--- config.mk ---
export PLATFORM = sky130hd
export DESIGN_NAME = bus_master_if
export DESIGN_NICKNAME = d
export VERILOG_FILES = /design/src/rtl/bus_master_if.sv
export SDC_FILE = /design/constraint.sdc
export NUM_CORES = 1
export LEC_CHECK = 0
export ABC_AREA = 1
export CORE_ASPECT_RATIO = 0.6
export CORE_UTILIZATION = 39
export DETAILED_ROUTE_END_ITERATION = 10
export MAX_ROUTING_LAYER = met4
export PLACE_DENSITY_LB_ADDON = 0.25
export RECOVER_POWER = 50
export SETUP_SLACK_MARGIN = 0.02
export SYNTH_ARGS = -nofsm -noshare
export SYNTH_HDL_FRONTEND = slang
export SYNTH_SLANG_ARGS = --single-unit
--- constraint.sdc ---
create_clock -name clk -period 1.4 [get_ports clk]
set_input_delay 0.35 -clock clk [delete_from_list [all_inputs] [get_ports clk]]
set_output_delay 0.35 -clock clk [all_outputs]
set_load 0.01 [all_outputs]
--- src/rtl/bus_master_if.sv ---
// ---------------------------------------------------------------------------
// bus_master_if
// Bus-master front end: turns single CPU read/write requests into one
// arbitrated, address-strobed bus access, with slave-ready timeout and abort
// on grant loss.
//
// Ports
//   clk, rst          : clock (rising edge), synchronous active-high reset
//   cpu_req/rw/addr/wr_data : CPU request, held until cpu_stall is low
//   cpu_rd_data, cpu_err    : access result, valid in DONE, held afterwards
//   cpu_stall               : CPU must hold its request/pipeline
//   bus_req / bus_grant     : request to / grant from the bus arbiter
//   bus_as                  : address strobe, one cycle per access
//   bus_rw/addr/wr_data     : registered access attributes
//   bus_rd_data, bus_rdy    : slave read data and ready
// ---------------------------------------------------------------------------
module bus_master_if #(
    parameter int unsigned ADDR_W  = 30,
    parameter int unsigned DATA_W  = 32,
    parameter int unsigned TIMEOUT = 255
) (
    input  logic              clk,
    input  logic              rst,
    input  logic              cpu_req,
    input  logic              cpu_rw,
    input  logic [ADDR_W-1:0] cpu_addr,
    input  logic [DATA_W-1:0] cpu_wr_data,
    output logic [DATA_W-1:0] cpu_rd_data,
    output logic              cpu_err,
    output logic              cpu_stall,
    output logic              bus_req,
    input  logic              bus_grant,
    output logic              bus_as,
    output logic              bus_rw,
    output logic [ADDR_W-1:0] bus_addr,
    output logic [DATA_W-1:0] bus_wr_data,
    input  logic [DATA_W-1:0] bus_rd_data,
    input  logic              bus_rdy
);

    localparam int unsigned CNT_W = $clog2(TIMEOUT + 1);
    localparam logic [CNT_W-1:0] CNT_LAST = CNT_W'(TIMEOUT - 1);

    typedef enum logic [2:0] {
        S_IDLE,
        S_REQ,
        S_ACCESS,
        S_WAIT,
        S_DONE
    } state_t;

    state_t           state;
    state_t           state_nxt;
    logic [CNT_W-1:0] wait_cnt;
    logic             cnt_expired;

    // The last permitted WAIT cycle; >= keeps the counter from ever wrapping.
    assign cnt_expired = (wait_cnt >= CNT_LAST);

    // State register
    always_ff @(posedge clk) begin
        if (rst) begin
            state <= S_IDLE;
        end else begin
            state <= state_nxt;
        end
    end

    // Next-state logic; grant loss outranks slave ready, ready outranks timeout
    always_comb begin
        state_nxt = state;
        unique case (state)
            S_IDLE: begin
                if (cpu_req) begin
                    state_nxt = S_REQ;
                end
            end
            S_REQ: begin
                if (bus_grant) begin
                    state_nxt = S_ACCESS;
                end
            end
            S_ACCESS: begin
                state_nxt = bus_grant ? S_WAIT : S_DONE;
            end
            S_WAIT: begin
                if (!bus_grant || bus_rdy || cnt_expired) begin
                    state_nxt = S_DONE;
                end
            end
            S_DONE: begin
                state_nxt = S_IDLE;
            end
            default: begin
                state_nxt = S_IDLE;
            end
        endcase
    end

    // State-decoded handshake outputs
    always_comb begin
        bus_req   = 1'b0;
        bus_as    = 1'b0;
        cpu_stall = 1'b0;
        unique case (state)
            S_IDLE: begin
                cpu_stall = cpu_req;
            end
            S_REQ: begin
                bus_req   = 1'b1;
                cpu_stall = 1'b1;
            end
            S_ACCESS: begin
                bus_req   = 1'b1;
                bus_as    = 1'b1;
                cpu_stall = 1'b1;
            end
            S_WAIT: begin
                bus_req   = 1'b1;
                cpu_stall = 1'b1;
            end
            default: begin
                bus_req   = 1'b0;
            end
        endcase
    end

    // Access attributes, result registers and WAIT-cycle counter
    always_ff @(posedge clk) begin
        if (rst) begin
            bus_rw      <= 1'b0;
            bus_addr    <= '0;
            bus_wr_data <= '0;
            cpu_rd_data <= '0;
            cpu_err     <= 1'b0;
            wait_cnt    <= '0;
        end else begin
            unique case (state)
                S_IDLE: begin
                    if (cpu_req) begin
                        bus_rw      <= cpu_rw;
                        bus_addr    <= cpu_addr;
                        bus_wr_data <= cpu_wr_data;
                        cpu_err     <= 1'b0;
                    end
                end
                S_ACCESS: begin
                    wait_cnt <= '0;
                    if (!bus_grant) begin
                        cpu_err <= 1'b1;
                    end
                end
                S_WAIT: begin
                    if (!bus_grant) begin
                        // Grant lost: flag error, previous read data is kept.
                        cpu_err <= 1'b1;
                    end else if (bus_rdy) begin
                        cpu_rd_data <= bus_rw ? '0 : bus_rd_data;
                    end else if (cnt_expired) begin
                        cpu_err     <= 1'b1;
                        cpu_rd_data <= '0;
                    end else begin
                        wait_cnt <= wait_cnt + CNT_W'(1);
                    end
                end
                default: begin
                    wait_cnt <= wait_cnt;
                end
            endcase
        end
    end

endmodule

==> flow_metrics.env <==
export IMPL_status="finished with violations"
export IMPL_violations="negative setup slack"
export IMPL_crit_required_ns=1.67
export IMPL_synth_edff_count=0
export IMPL_dp_cells=891
export IMPL_dr_first_iter_drc_count=308
export IMPL_async_flop_share_pct=0
export IMPL_rows=30
export IMPL_area_growth_pct=78.19
export IMPL_ys_flop_type="dfxtp_1"
export IMPL_wl_met3_um=1241
export IMPL_syn_nets=650
export IMPL_grt_overflow=0
export IMPL_reg2regPathDepth=10
export IMPL_postCtsHoldBufs=0
export IMPL_start_util_pct=40.81
export IMPL_drt_met1_wl_um=7510
export IMPL_rsz0062_at_grt="true"
export IMPL_die_area_um2=12470
export IMPL_met2_length_um=8782
export IMPL_synth_seq_area_share_pct=45.70
export IMPL_synth_avg_cell_area_um2=8.553
export IMPL_syn_inst=548
export IMPL_cap_violations=0
export IMPL_fin_nets=880
export IMPL_cts_tree="done"
export IMPL_slew_limit_headroom_pct=56.08
export IMPL_top_layer="met4"
export IMPL_track_usage_pct=25.25
export IMPL_synth_distinct_cells=29
export IMPL_critPathArrivalTime_ns=1.81
export IMPL_cts_root_buf="clkbuf_16"
export IMPL_pin_count=199
export IMPL_clockBufferDepth=2
export IMPL_rrSetupSlack_ns=-0.14
export IMPL_die_y_um=86.92
export IMPL_path_class="reg -> reg"
export IMPL_h_tree_depth=3
export IMPL_clkTransAtPathRegs_ns=0.08
export IMPL_num_vias=4974
export IMPL_route_detailed_drc=0
export IMPL_crit_fanout=7
export IMPL_grt_max_degree=64
export IMPL_period_minus_slack_ns=1.541
export IMPL_clock_sinks=107
export IMPL_setup_viol_count_final=109
export IMPL_holdPathStages=2
export IMPL_die_w_um=143.5
export IMPL_powerDensity_nw_per_um2=953.0
export IMPL_cts_inserted_buffers=9
export IMPL_n_fill_cell=799
export IMPL_max_clock_freq_mhz=649.1
export IMPL_hpwlAfterDp_um=9699
export IMPL_antenna_found_initial=0
export IMPL_worst_pin_slew_ns=0.6588
export IMPL_hold_viol=0
export IMPL_wl_per_cell_um=18.98
export IMPL_regArea_um2=2170
export IMPL_drive_above_1_share_pct=33.72
export IMPL_p_leak_uw=0.003361
export IMPL_wl_um=17900
export IMPL_worst_slack_ns=-0.1407
export IMPL_fin_crit_sh_pct=110.0
export IMPL_fin_worst_skew_ns=0.008426
export IMPL_cp_end_kind="register"
export IMPL_slew_viol_final=0
export IMPL_ys_warn_count=0
export IMPL_portBuffers=198
export IMPL_grt_pass1_vias=4587
export IMPL_multi_input_area_um2=2804
export IMPL_detail_route_antenna_nets=0
export IMPL_whs_endpoint="state[2]"
export IMPL_final_util_pct=72.71
export IMPL_clock_latency_ns=0.35
export IMPL_r2r_end="cpu_rd_data[11]"
export IMPL_ir_drop_mv=0.6223
export IMPL_diodes=0
export IMPL_hold_path_class="in -> reg"
export IMPL_core_area_um2=11490
export IMPL_fin_cells=943
export IMPL_vias_per_cell=5.275
export IMPL_grt_pass1_wl_um=23720
export IMPL_gp_congestion=0.9553
export IMPL_synth_seq_cells=107
export IMPL_drt_first_pass_iters=5
export IMPL_finalSetupTns_ns=-6.948
export IMPL_start_kind="register"
export IMPL_holdCritStartpoint="rst"
export IMPL_r2r_start="state[2]"
export IMPL_synthesis_area_um2=4687
## final cells by class
cell class                      instances  area share, %
Timing Repair Buffer                  262          33.59
Inverter                               18          1.034
Clock inverter                          6         0.5843
Sequential cell                       107          25.98
Multi-Input combinational cell        379          33.57
Tap cell                              160          2.397
Timing Repair inverter                  1         0.1049
Clock buffer                           10          2.742
## worst max-delay path, cell delays in order, from the launching register on
cell and delay, ns:
dfxtp_4 0.37, inv_4 0.06, nand2_4 0.06, buf_6 0.13, inv_4 0.06, nand2_4 0.06, nor2_8 0.14, buf_12 0.18
clkbuf_16 0.20, a21oi_4 0.06, nor3_2 0.15
## routing by layer
metal | up-vias | track usage (%)
li1 | 2338 | -
met1 | 2386 | 31.13
met2 | 219 | 41.62
met3 | 31 | 5.662
met4 | 0 | 7.253
met5 | - | -
## placed cells by master (no fill, tap or decap), types with 4 or more instances in the layout
| cell | n |
|---|---|
| nand3_2 | 6 |
| buf_16 | 7 |
| clkdlybuf4s50_1 | 97 |
| a21oi_2 | 41 |
| nor2_1 | 11 |
| dfxtp_1 | 91 |
| inv_1 | 7 |
| nor2_4 | 5 |
| clkbuf_16 | 17 |
| nand3_1 | 68 |
| buf_6 | 13 |
| a21oi_4 | 39 |
| inv_2 | 5 |
| clkdlybuf4s15_1 | 7 |
| nand2_1 | 79 |
| a21oi_1 | 57 |
| buf_12 | 11 |
| dfxtp_2 | 13 |
| inv_4 | 4 |
| clkbuf_1 | 4 |
| nor3_2 | 31 |
| buf_4 | 24 |
| nand2_4 | 7 |
| nand2_2 | 11 |
| dlygate4sd2_1 | 86 |
## metrics by stage
step	hold WS (ns)	area [um^2]	total power, uW	setup WS (ns)
after CTS	0.2440	7732	7507	-0.1356
final	0.2551	8352	7959	-0.1407
after global routing	0.2382	8352	8263	-0.1933
after floorplan	0.4282	4693	4174	0.02306
after detailed placement	0.4525	6939	5088	-0.2958
after global placement	0.4427	6939	5047	-0.2519
## registers in the layout, indices dropped and copies added (netlist names)
signal and flops:
cpu_err 1, bus_wr_data 32, cpu_rd_data 32, bus_rw 1, state 3, bus_addr 30, wait_cnt 8
## synth_stat cells, types with 4 or more instances
cell type  instances  area share, %
a21oi_1           77            8.2
clkbuf_1          18            1.4
nand2_2            5           0.67
dfxtp_1          107             46
nor2_1            17            1.4
nor3_2            30            6.4
nand3_1           76            8.1
nand2_1           92            7.4
buf_4              4           0.64
buf_6              4           0.96
a21oi_2           60             11
inv_2              7           0.56
buf_2             15            1.6
inv_1             11           0.88
## worst max path at each step
stage               slack (ns)              end  cells after the start         from
floorplan                 0.02   cpu_rd_data[7]                     10  wait_cnt[0]
detailed placement       -0.30      wait_cnt[1]                      7    bus_grant
finish                   -0.14  cpu_rd_data[11]                     10     state[2]
global route             -0.19  cpu_rd_data[21]                     10  wait_cnt[0]
global placement         -0.25  cpu_rd_data[19]                      7    bus_grant
CTS                      -0.14  cpu_rd_data[19]                     11  wait_cnt[0]
## what timing repair did
| action | 4_1_cts | 5_1_grt |
|---|---|---|
| setup endpoints to repair | 169 | 126 |
| resized for setup | 184 | 106 |
| gates cloned | 7 | 11 |
| pin swaps | 21 | 38 |
| buffers inserted | 11 | 12 |
## where the power goes
part / internal [uW] / switching (uW)
Combinational: 1060 / 1170
Sequential: 3220 / 106
Clock: 1230 / 1180
## logic make-up after synthesis
family	synth area share, %
flip-flops	45.70
AO/OA/AOI/OAI	20.48
AND/OR/NAND/NOR	25.87
buffers and inverters	7.047
adder cells (fa/ha/maj)	0.5338
XOR/XNOR	0.3738
(Power assumes the default switching activity.)
